## src/rtl/instruktion_lader.sv

```systemverilog
// instruktion_lader -- boot-time program loader.
//
// Receives a program over an 8N1 UART line and writes it word by word into
// the instruction RAM while holding the CPU in reset. The wire format is a
// 16-bit little-endian word count N, followed by N little-endian 32-bit words.
// When the macro INSTRUKTION_LADER_CHECKSUM_EN is defined, one XOR checksum
// byte over all data bytes follows the words and must match.
//
// Ports:
//   Clock                      system clock, rising edge
//   Reset                      synchronous, active-high reset
//   RxD                        UART receive line (asynchronous, idle high)
//   SchreibenFertig            RAM write acknowledge
//   InstruktionAdresse         word address of the write in progress
//   InstruktionRAMEingang      word to write
//   BeschreibeInstruktionRAM   RAM write enable
//   InstruktionInitialisierung high while the loader owns the RAM address
//   CPUReset                   CPU reset, released when loading completes
//   Fertig                     load completed successfully
//   Fehler                     load aborted (sticky until Reset)
module instruktion_lader #(
  parameter int CLKS_PER_BIT = 217,
  parameter int WORDS        = 256
) (
  input  logic        Clock,
  input  logic        Reset,
  input  logic        RxD,
  input  logic        SchreibenFertig,
  output logic [31:0] InstruktionAdresse,
  output logic [31:0] InstruktionRAMEingang,
  output logic        BeschreibeInstruktionRAM,
  output logic        InstruktionInitialisierung,
  output logic        CPUReset,
  output logic        Fertig,
  output logic        Fehler
);

  localparam int              CW        = $clog2(CLKS_PER_BIT);
  localparam logic [CW-1:0]   BIT_LAST  = CW'(CLKS_PER_BIT - 1);
  localparam logic [CW-1:0]   HALF_LAST = CW'(CLKS_PER_BIT / 2 - 1);
  localparam logic [16:0]     WORDS_L   = 17'(WORDS);

  typedef enum logic [1:0] {RX_IDLE, RX_START, RX_DATA, RX_STOP} rx_state_e;

  typedef enum logic [2:0] {
    LAENGE, DATEN, SCHREIBEN, FERTIG, FEHLER
`ifdef INSTRUKTION_LADER_CHECKSUM_EN
    , PRUEFSUMME
`endif
  } state_e;

  // ---------------- receiver ----------------
  rx_state_e     rx_state_q, rx_state_d;
  logic          rx_meta_q, rx_sync_q, rx_prev_q;
  logic [CW-1:0] rx_cnt_q, rx_cnt_d;
  logic [2:0]    rx_bit_q, rx_bit_d;
  logic [7:0]    rx_shift_q, rx_shift_d;
  logic          rx_valid_q, rx_valid_d;
  logic          rx_ferr_q, rx_ferr_d;

  // Two-flop synchronizer plus one delayed copy for falling-edge detection.
  always_ff @(posedge Clock) begin
    if (Reset) begin
      rx_meta_q <= 1'b1;
      rx_sync_q <= 1'b1;
      rx_prev_q <= 1'b1;
    end else begin
      rx_meta_q <= RxD;
      rx_sync_q <= rx_meta_q;
      rx_prev_q <= rx_sync_q;
    end
  end

  // Receiver next state: mid-bit sampling, LSB first, stop bit checked.
  always_comb begin
    rx_state_d = rx_state_q;
    rx_cnt_d   = rx_cnt_q;
    rx_bit_d   = rx_bit_q;
    rx_shift_d = rx_shift_q;
    rx_valid_d = 1'b0;
    rx_ferr_d  = 1'b0;
    case (rx_state_q)
      RX_IDLE: begin
        if (rx_prev_q && !rx_sync_q) begin
          rx_state_d = RX_START;
          rx_cnt_d   = '0;
        end else begin
          rx_state_d = RX_IDLE;
        end
      end
      RX_START: begin
        if (rx_cnt_q == HALF_LAST) begin
          rx_cnt_d   = '0;
          rx_bit_d   = 3'd0;
          // A start bit that is high again at mid-bit was only a glitch.
          rx_state_d = rx_sync_q ? RX_IDLE : RX_DATA;
        end else begin
          rx_cnt_d = rx_cnt_q + 1'b1;
        end
      end
      RX_DATA: begin
        if (rx_cnt_q == BIT_LAST) begin
          rx_cnt_d   = '0;
          rx_shift_d = {rx_sync_q, rx_shift_q[7:1]};
          if (rx_bit_q == 3'd7) begin
            rx_state_d = RX_STOP;
          end else begin
            rx_bit_d = rx_bit_q + 3'd1;
          end
        end else begin
          rx_cnt_d = rx_cnt_q + 1'b1;
        end
      end
      RX_STOP: begin
        if (rx_cnt_q == BIT_LAST) begin
          rx_cnt_d   = '0;
          rx_state_d = RX_IDLE;
          rx_valid_d = rx_sync_q;
          rx_ferr_d  = !rx_sync_q;
        end else begin
          rx_cnt_d = rx_cnt_q + 1'b1;
        end
      end
      default: rx_state_d = RX_IDLE;
    endcase
  end

  // Receiver state registers.
  always_ff @(posedge Clock) begin
    if (Reset) begin
      rx_state_q <= RX_IDLE;
      rx_cnt_q   <= '0;
      rx_bit_q   <= 3'd0;
      rx_shift_q <= 8'h00;
      rx_valid_q <= 1'b0;
      rx_ferr_q  <= 1'b0;
    end else begin
      rx_state_q <= rx_state_d;
      rx_cnt_q   <= rx_cnt_d;
      rx_bit_q   <= rx_bit_d;
      rx_shift_q <= rx_shift_d;
      rx_valid_q <= rx_valid_d;
      rx_ferr_q  <= rx_ferr_d;
    end
  end

  // ---------------- loader ----------------
  state_e      state_q, state_d;
  logic [1:0]  byte_cnt_q, byte_cnt_d;
  logic [15:0] len_q, len_d;
  logic [31:0] asm_q, asm_d;
  logic [31:0] addr_q, addr_d;
  logic [31:0] data_q, data_d;
  logic        we_q, we_d;
  logic [7:0]  hold_q, hold_d;
  logic        hold_valid_q, hold_valid_d;
  logic        in_valid_s;
  logic [7:0]  in_byte_s;
  logic [15:0] len_full_s;
`ifdef INSTRUKTION_LADER_CHECKSUM_EN
  logic [7:0]  xor_q, xor_d;
`endif

  // Loader next state: byte feed, length/word assembly, write handshake.
  always_comb begin
    state_d      = state_q;
    byte_cnt_d   = byte_cnt_q;
    len_d        = len_q;
    asm_d        = asm_q;
    addr_d       = addr_q;
    data_d       = data_q;
    we_d         = we_q;
    hold_d       = hold_q;
    hold_valid_d = hold_valid_q;
    in_valid_s   = 1'b0;
    in_byte_s    = 8'h00;
`ifdef INSTRUKTION_LADER_CHECKSUM_EN
    xor_d        = xor_q;
`endif
    // A byte parked during a write is consumed first; a byte arriving in the
    // same cycle takes its place in the holding register.
    if (hold_valid_q) begin
      in_valid_s   = 1'b1;
      in_byte_s    = hold_q;
      hold_valid_d = rx_valid_q;
      hold_d       = rx_valid_q ? rx_shift_q : hold_q;
    end else begin
      in_valid_s   = rx_valid_q;
      in_byte_s    = rx_shift_q;
    end
    len_full_s = {in_byte_s, len_q[7:0]};

    if (rx_ferr_q && (state_q != FERTIG) && (state_q != FEHLER)) begin
      state_d = FEHLER;
      we_d    = 1'b0;
    end else begin
      case (state_q)
        LAENGE: begin
          if (in_valid_s && (byte_cnt_q == 2'd0)) begin
            len_d      = {8'h00, in_byte_s};
            byte_cnt_d = 2'd1;
          end else if (in_valid_s) begin
            len_d      = len_full_s;
            byte_cnt_d = 2'd0;
            if (len_full_s == 16'h0000) begin
`ifdef INSTRUKTION_LADER_CHECKSUM_EN
              state_d = PRUEFSUMME;
`else
              state_d = FERTIG;
`endif
            end else if ({1'b0, len_full_s} > WORDS_L) begin
              state_d = FEHLER;
            end else begin
              state_d = DATEN;
            end
          end else begin
            state_d = LAENGE;
          end
        end
        DATEN: begin
          if (in_valid_s) begin
            asm_d = {in_byte_s, asm_q[31:8]};
`ifdef INSTRUKTION_LADER_CHECKSUM_EN
            xor_d = xor_q ^ in_byte_s;
`endif
            if (byte_cnt_q == 2'd3) begin
              data_d     = {in_byte_s, asm_q[31:8]};
              we_d       = 1'b1;
              byte_cnt_d = 2'd0;
              state_d    = SCHREIBEN;
            end else begin
              byte_cnt_d = byte_cnt_q + 2'd1;
            end
          end else begin
            state_d = DATEN;
          end
        end
        SCHREIBEN: begin
          if (rx_valid_q && hold_valid_q) begin
            // Second byte before the write finished: overrun.
            state_d = FEHLER;
            we_d    = 1'b0;
          end else begin
            hold_valid_d = hold_valid_q | rx_valid_q;
            hold_d       = rx_valid_q ? rx_shift_q : hold_q;
            if (SchreibenFertig) begin
              we_d = 1'b0;
              if ((addr_q + 32'd1) == {16'h0000, len_q}) begin
`ifdef INSTRUKTION_LADER_CHECKSUM_EN
                state_d = PRUEFSUMME;
`else
                state_d = FERTIG;
`endif
              end else begin
                addr_d  = addr_q + 32'd1;
                state_d = DATEN;
              end
            end else begin
              we_d = 1'b1;
            end
          end
        end
`ifdef INSTRUKTION_LADER_CHECKSUM_EN
        PRUEFSUMME: begin
          if (in_valid_s) begin
            state_d = (in_byte_s == xor_q) ? FERTIG : FEHLER;
          end else begin
            state_d = PRUEFSUMME;
          end
        end
`endif
        FERTIG:  state_d = FERTIG;
        FEHLER:  state_d = FEHLER;
        default: begin
          state_d = FEHLER;
          we_d    = 1'b0;
        end
      endcase
    end
  end

  // Loader state registers.
  always_ff @(posedge Clock) begin
    if (Reset) begin
      state_q      <= LAENGE;
      byte_cnt_q   <= 2'd0;
      len_q        <= 16'h0000;
      asm_q        <= 32'h0000_0000;
      addr_q       <= 32'h0000_0000;
      data_q       <= 32'h0000_0000;
      we_q         <= 1'b0;
      hold_q       <= 8'h00;
      hold_valid_q <= 1'b0;
`ifdef INSTRUKTION_LADER_CHECKSUM_EN
      xor_q        <= 8'h00;
`endif
    end else begin
      state_q      <= state_d;
      byte_cnt_q   <= byte_cnt_d;
      len_q        <= len_d;
      asm_q        <= asm_d;
      addr_q       <= addr_d;
      data_q       <= data_d;
      we_q         <= we_d;
      hold_q       <= hold_d;
      hold_valid_q <= hold_valid_d;
`ifdef INSTRUKTION_LADER_CHECKSUM_EN
      xor_q        <= xor_d;
`endif
    end
  end

  // All outputs are registers or decodes of the state register.
  assign InstruktionAdresse         = addr_q;
  assign InstruktionRAMEingang      = data_q;
  assign BeschreibeInstruktionRAM   = we_q;
  assign InstruktionInitialisierung = (state_q != FERTIG);
  assign CPUReset                   = (state_q != FERTIG);
  assign Fertig                     = (state_q == FERTIG);
  assign Fehler                     = (state_q == FEHLER);

endmodule

```

## config.mk

```make
export PLATFORM = sky130hd
export DESIGN_NAME = instruktion_lader
export DESIGN_NICKNAME = d
export VERILOG_FILES = /design/src/rtl/instruktion_lader.sv
export SDC_FILE = /design/constraint.sdc
export NUM_CORES = 1
export LEC_CHECK = 0
export ABC_AREA = 1
export CORE_MARGIN = 4
export CORE_UTILIZATION = 55
export CTS_BUF_LIST = sky130_fd_sc_hd__clkbuf_4
export CTS_CLUSTER_DIAMETER = 100
export DETAILED_ROUTE_END_ITERATION = 16
export MAX_ROUTING_LAYER = met4
export PLACE_DENSITY = 0.78
export RECOVER_POWER = 100
export SYNTH_ARGS = -nofsm -noshare
export SYNTH_HDL_FRONTEND = slang
export SYNTH_SLANG_ARGS = --single-unit
```

## constraint.sdc

```tcl
create_clock -name Clock -period 3.3 [get_ports Clock]
set_input_delay 0.33 -clock Clock [delete_from_list [all_inputs] [get_ports Clock]]
set_output_delay 0.33 -clock Clock [all_outputs]
set_load 0.02 [all_outputs]
```

Word level (Yosys, flattened, before mapping)
Index checks and enable logic that the tools add are counted.
- memories: 0
- register bits after elaboration: 153
- bits in latches: 0
- memory bits (read-only): 0
- logic and storage cells: 139
- output and inout port bits: 69
- RAM bits: 0
- input port bits: 4
- reductions and logical operators: 29
- bitwise operators: 7
- divide/modulo/power cells: 0
- add/sub/neg operators: 4
- muxes and demuxes: 49
- order comparisons: 1
- multipliers: 0
- eq/ne operators: 29
- shifts and indexed selects: 0
- operator list (operator ; count):
    2-to-1 mux 8 bit ; 9
    2-to-1 mux 3 bit ; 12
    adder 32 x 1 -> 32 bit, second input constant ; 1
    == test 32 x 16 -> 1 bit ; 1
    2-to-1 mux 16 bit ; 2
    one-hot mux 8 bit (3 select lines) ; 1
    2-to-1 mux 2 bit ; 10
    != test 2 bit, second input constant ; 9
    AND reduction 3 bit ; 6
    greater-than comparator 16 x 9 -> 1 bit, second input constant ; 1
    zero test 16 bit ; 1
    AND reduction 4 bit ; 4
    != test 3 bit, second input constant ; 5
    one-hot mux 3 bit (4 select lines) ; 1
    2-to-1 mux 1 bit ; 10
    adder 8 x 1 -> 8 bit, second input constant ; 1
    == test 8 x 7 -> 1 bit, second input constant ; 1
    == test 8 bit, second input constant ; 1
    != test 4 bit, second input constant ; 2
    one-hot mux 2 bit (4 select lines) ; 1
    == test 2 bit, second input constant ; 3
    == test 3 x 2 -> 1 bit, second input constant ; 2
    == test 3 bit, second input constant ; 2
    NOT 1 bit ; 6
    other kinds (18) ; 27

Longest topological paths before layout
- depth in word-level cells: 8
- gate-level depth with buffers: 20
- gate-level depth less buffers: 18

Worst setup path before layout
Ideal clock, no wire load.
- kind: flip-flop to flip-flop
- start: register addr_q[0] (netlist: InstruktionAdresse[0])
- end: register addr_q[21] (netlist: InstruktionAdresse[21])
- clock period less this slack: 2.439 ns
- data arrival time: 2.323 ns
- path buffers: 2
- cell stages (with the launch flop): 19
- required time: 3.184 ns
- slack: 0.861 ns
- library setup time: 0.116 ns
- cells stage by stage: dfxtp_1 -> ha_1 -> nand2_1 -> nor2_4 -> nand3_1 -> nor2_2 -> nand2_1 -> nand2_1 -> nand2_1 -> nor2_1 -> nand2_1 -> nor2_2 -> nand3_2 -> nand2_4 -> inv_2 -> buf_6 -> buf_6 -> nor2_1 -> nor2_1
- word-level cells in the longest chain between the ends: 4
- ends and longest elaborated chain (item ; line ; RTL):
    from (decl) ; 152 ; logic [31:0] addr_q, addr_d;
    from (signal assigned) ; 302 ; addr_q <= addr_d;
    adder 32 x 1 -> 32 bit * ; 248, 255 ;
    == test 32 x 16 -> 1 bit ; 248 ; if ((addr_q + 32'd1) == {16'h0000, len_q}) begin
    NOT 1 bit (no source line) ; -- ;
    AND reduction 5 bit (no source line) ; -- ;
Mark *: on every way between the ends. The rest lies on a longest branch, timed or not.
A chain may end at the register's enable or synchronous reset.

Final worst setup path
- start: register addr_q[0] (netlist: InstruktionAdresse[0])
- end: register addr_q[26] (netlist: InstruktionAdresse[26])
The elaborated chain is that of the path after synthesis.

==> run summary <==
=======================================================================================
Status                                                                     finished with violations
Failing checks                                                             max-capacitance violations, max-slew violations
Number of violations reported at the end of detailed-routing iteration 0            541
Synthesis-to-finish area growth                                                   15.4%
Synth Flop Type                                                            sky130_fd_sc_hd__dfxtp_1
CTS Root Buffer Type                                                       sky130_fd_sc_hd__clkbuf_4
Number of levels in the clock H-tree                                                  4
Required time at the endpoint of the critical path                              3.62 ns
Kind of capture point of the worst setup path                                      flop
Leading post-synthesis cells by cell area                                  sky130_fd_sc_hd__dfxtp_1, sky130_fd_sc_hd__nand2_1, sky130_fd_sc_hd__nor2_1, sky130_fd_sc_hd__a21oi_1, sky130_fd_sc_hd__o21ai_0
Nets                                                                               1139
Number of hold buffers added after CTS                                                0
Post-cts gate resize count                                                            0
Dominant cell by count in the synthesized netlist                          sky130_fd_sc_hd__nand2_1
Number of remaining DRC errors                                                        0
Worst-path clk slew                                                             0.12 ns
Number of enable-type register cells in the synthesized netlist                       0
Final hold slack                                                               0.303 ns
Site Rows                                                                            41
Class of the most critical setup path                                      flop to flop
Final ANT Viol Nets                                                                   0
Average vias per placed instance                                                   5.14
Number of synthesized register bits                                                 145
Worst Min Path Start                                                              Reset
Top cell type's share of synthesized area                                         40.9%
Total Die Area                                                               0.0148 mm2
Length in cells of the worst reg-to-reg path                                         16
Clock Skews                                                                   0.0184 ns
Top achievable clock speed                                                      356 MHz
Fraction of layout cells with a size suffix above 1                               6.15%
Detailed Routing Iterations Pass 1                                                    5
Worst flop-to-flop path startpoint                                         InstruktionAdresse[0]
Largest area contributor in the netlist                                    sky130_fd_sc_hd__dfxtp_1
Arrival time reported for the critical path endpoint                            3.13 ns
R2r endpoint                                                               InstruktionAdresse[26]
Count of final setup violators                                                        0
Floorplan Core Area                                                          0.0126 mm2
CTS buffer count                                                                     17
Placed Cells incl. Taps                                                            1280
Final instance count without filler cells                                          1312
Share of synthesized flip-flops with an asynchronous set or reset                    0%
Starting Density                                                                  56.2%
Placer congestion estimate                                                        0.905
Total routing resource utilization after global routing                           24.8%
Most numerous cell types in the synthesized netlist                        sky130_fd_sc_hd__nand2_1, sky130_fd_sc_hd__nor2_1, sky130_fd_sc_hd__dfxtp_1
Initial antenna violation count                                                       1
Clk_lat worst skew                                                              0.57 ns
Reported max-cap violation count                                                      1
Crit path max fanout                                                                 38
Hold Crit Depth                                                                       4
Total Negative Setup Slacks                                                        0 ns
Hold crit path type                                                        primary input to flop
Vias in the first global route                                                     6133
Die Span X                                                                       122 um
Areal power density over the cells                                           363 mW/mm2
Unrepaired setup endpoints after global routing                                      no
Clock sinks                                                                         145
Sequential area share after synthesis                                             40.9%
Endpoint of the worst hold-timing path                                        rx_prev_q
Ports                                                                                73
Die Span Y                                                                       122 um
CTS tree                                                                           done
Avg Inst Size Synth                                                            6.66 um2
Transition time at the pin with the least slew margin                           2.77 ns
Count of distinct cell types in the synthesized netlist                              41
Slew Limit Fails                                                                     63
Maximum clock path buffer count                                                       2
Fin. Hold Viols                                                                       0
Setup Fix Bufs, Post-CTS                                                              0
FILL cells                                                                         1191
VDD IR-drop max                                                              0.000349 V
Post-synthesis cell area                                                    0.00710 mm2
Synthesized net count                                                              1078
Number of warnings issued by yosys                                                    0
Slack of the worst reg-to-reg path                                              0.49 ns
Leakage power figure                                                            3.36 nW
Overflow after GRT                                                                    0
Mapped Cells                                                                       1066
Worst max-slew margin expressed relative to the limit                            -84.7%
Wire length of the first global-routing pass                                   28900 um
Final routed wire length divided by cell count                                  13.0 um
Sort of element at the start of the critical path                                  flop
Port Buffer Count                                                                    72
Overall via count from detail_route                                                6750
Final worst path period share                                                     85.0%
Pin count of the biggest net entering global routing                                 63
Aggregate routed wire length                                                   17100 um
Detailed placer's ending HPWL                                                  12300 um
Shortest clock period the worst path allows after layout                        2.81 ns
=======================================================================================
-- power by group --
part           leakage [nW]  switching (W)  internal (W)   total, W
combinational          2.04      0.0000547     0.0000194  0.0000741
clock                 0.145       0.000664      0.000478    0.00114
sequential             1.17     0.00000292       0.00175    0.00176
-- through the flow --
step | worst slack (ns) | utilization (%) | cell area [um2] | power [W]
after floorplan | 0.861 | - | 7100 | 0.00185
after global placement | 0.553 | 62.7 | 7920 | 0.00187
after detailed placement | 0.518 | 62.7 | 7920 | 0.00187
after CTS | 0.506 | 65.0 | 8200 | 0.00299
after global routing | 0.0990 | 64.9 | 8190 | 0.00308
final | 0.495 | 64.9 | 8190 | 0.00297
-- critical path, stage by stage, from the launching register on --
cell	delay, ns
sky130_fd_sc_hd__dfxtp_1	0.48
sky130_fd_sc_hd__ha_1	0.23
sky130_fd_sc_hd__nand2_1	0.14
sky130_fd_sc_hd__nor2_4	0.17
sky130_fd_sc_hd__nand3_1	0.17
sky130_fd_sc_hd__nor2_2	0.19
sky130_fd_sc_hd__nand2_1	0.07
sky130_fd_sc_hd__nand2_1	0.06
sky130_fd_sc_hd__nand2_1	0.06
sky130_fd_sc_hd__nor2_1	0.09
sky130_fd_sc_hd__nand2_1	0.07
sky130_fd_sc_hd__nor2_1	0.15
sky130_fd_sc_hd__nand3_1	0.14
sky130_fd_sc_hd__nand2_4	0.08
sky130_fd_sc_hd__inv_2	0.24
sky130_fd_sc_hd__nand2_1	0.16
sky130_fd_sc_hd__a21oi_1	0.07
-- area by class of cell --
| type | count | area, um2 | share of cell area, % |
|---|---|---|---|
| Multi-Input combinational cell | 769 | 3580 | 43.7 |
| Tap cell | 172 | 215 | 2.63 |
| Sequential cell | 145 | 2900 | 35.5 |
| Clock inverter | 11 | 130 | 1.59 |
| Inverter | 112 | 420 | 5.14 |
| Timing Repair Buffer | 82 | 783 | 9.57 |
| Clock buffer | 20 | 150 | 1.83 |
| Antenna cell | 1 | 2.50 | 0.0306 |
-- how the worst max path moves through the flow --
| stage | startpoint | endpoint | slack, ns | cells past startpoint |
|---|---|---|---|---|
| finish | InstruktionAdresse[0] | InstruktionAdresse[26] | 0.49 | 16 |
| global route | InstruktionAdresse[0] | InstruktionAdresse[26] | 0.1 | 17 |
| CTS | InstruktionAdresse[0] | InstruktionAdresse[26] | 0.51 | 15 |
| detailed placement | InstruktionAdresse[0] | InstruktionAdresse[20] | 0.52 | 16 |
| global placement | InstruktionAdresse[0] | InstruktionAdresse[2] | 0.55 | 16 |
| floorplan | InstruktionAdresse[0] | InstruktionAdresse[21] | 0.86 | 18 |
-- placed cells by master, fill, tap and decap left out, types with 4 or more instances in the layout --
cell / count
sky130_fd_sc_hd__buf_4: 8
sky130_fd_sc_hd__nand3_1: 49
sky130_fd_sc_hd__nand2_1: 294
sky130_fd_sc_hd__o21ai_0: 82
sky130_fd_sc_hd__nor2_1: 154
sky130_fd_sc_hd__dlygate4sd3_1: 69
sky130_fd_sc_hd__a211oi_1: 15
sky130_fd_sc_hd__nor3_1: 12
sky130_fd_sc_hd__inv_6: 4
sky130_fd_sc_hd__nand3b_1: 11
sky130_fd_sc_hd__clkbuf_4: 20
sky130_fd_sc_hd__dfxtp_1: 145
sky130_fd_sc_hd__a21oi_1: 86
sky130_fd_sc_hd__ha_1: 8
sky130_fd_sc_hd__nor2_2: 13
sky130_fd_sc_hd__xnor2_1: 4
sky130_fd_sc_hd__nand4_1: 6
sky130_fd_sc_hd__nor2_4: 6
sky130_fd_sc_hd__inv_1: 108
-- layer usage --
metal / track usage (%) / vias to the layer above / share of wire, %
met4: 7.14 / 0 / 2.3
met3: 5.29 / 36 / 4.4
met1: 31.2 / 3011 / 46
met5: - / - / 0
met2: 40.6 / 162 / 48
li1: - / 3541 / -
-- kinds of logic after synthesis --
logic type               after synthesis  share of synthesized area (%)
AO/OA/AOI/OAI                        199                           15.2
flip-flops                           145                           40.9
AND/OR/NAND/NOR                      555                           32.9
adder cells (fa/ha/maj)                8                           1.41
XOR/XNOR                               7                           1.08
buffers and inverters                152                           8.52
-- flip-flops by register name, summed over array words and instances, names as in the netlist, 2 cells and up, named ones only --
register               cells
hold_q                     8
state_q                    3
rx_cnt_q                   8
rx_bit_q                   3
InstruktionRAMEingang     32
asm_q                     24
rx_shift_q                 8
byte_cnt_q                 2
InstruktionAdresse        32
len_q                     16
Power figures use the tool's default switching activity.
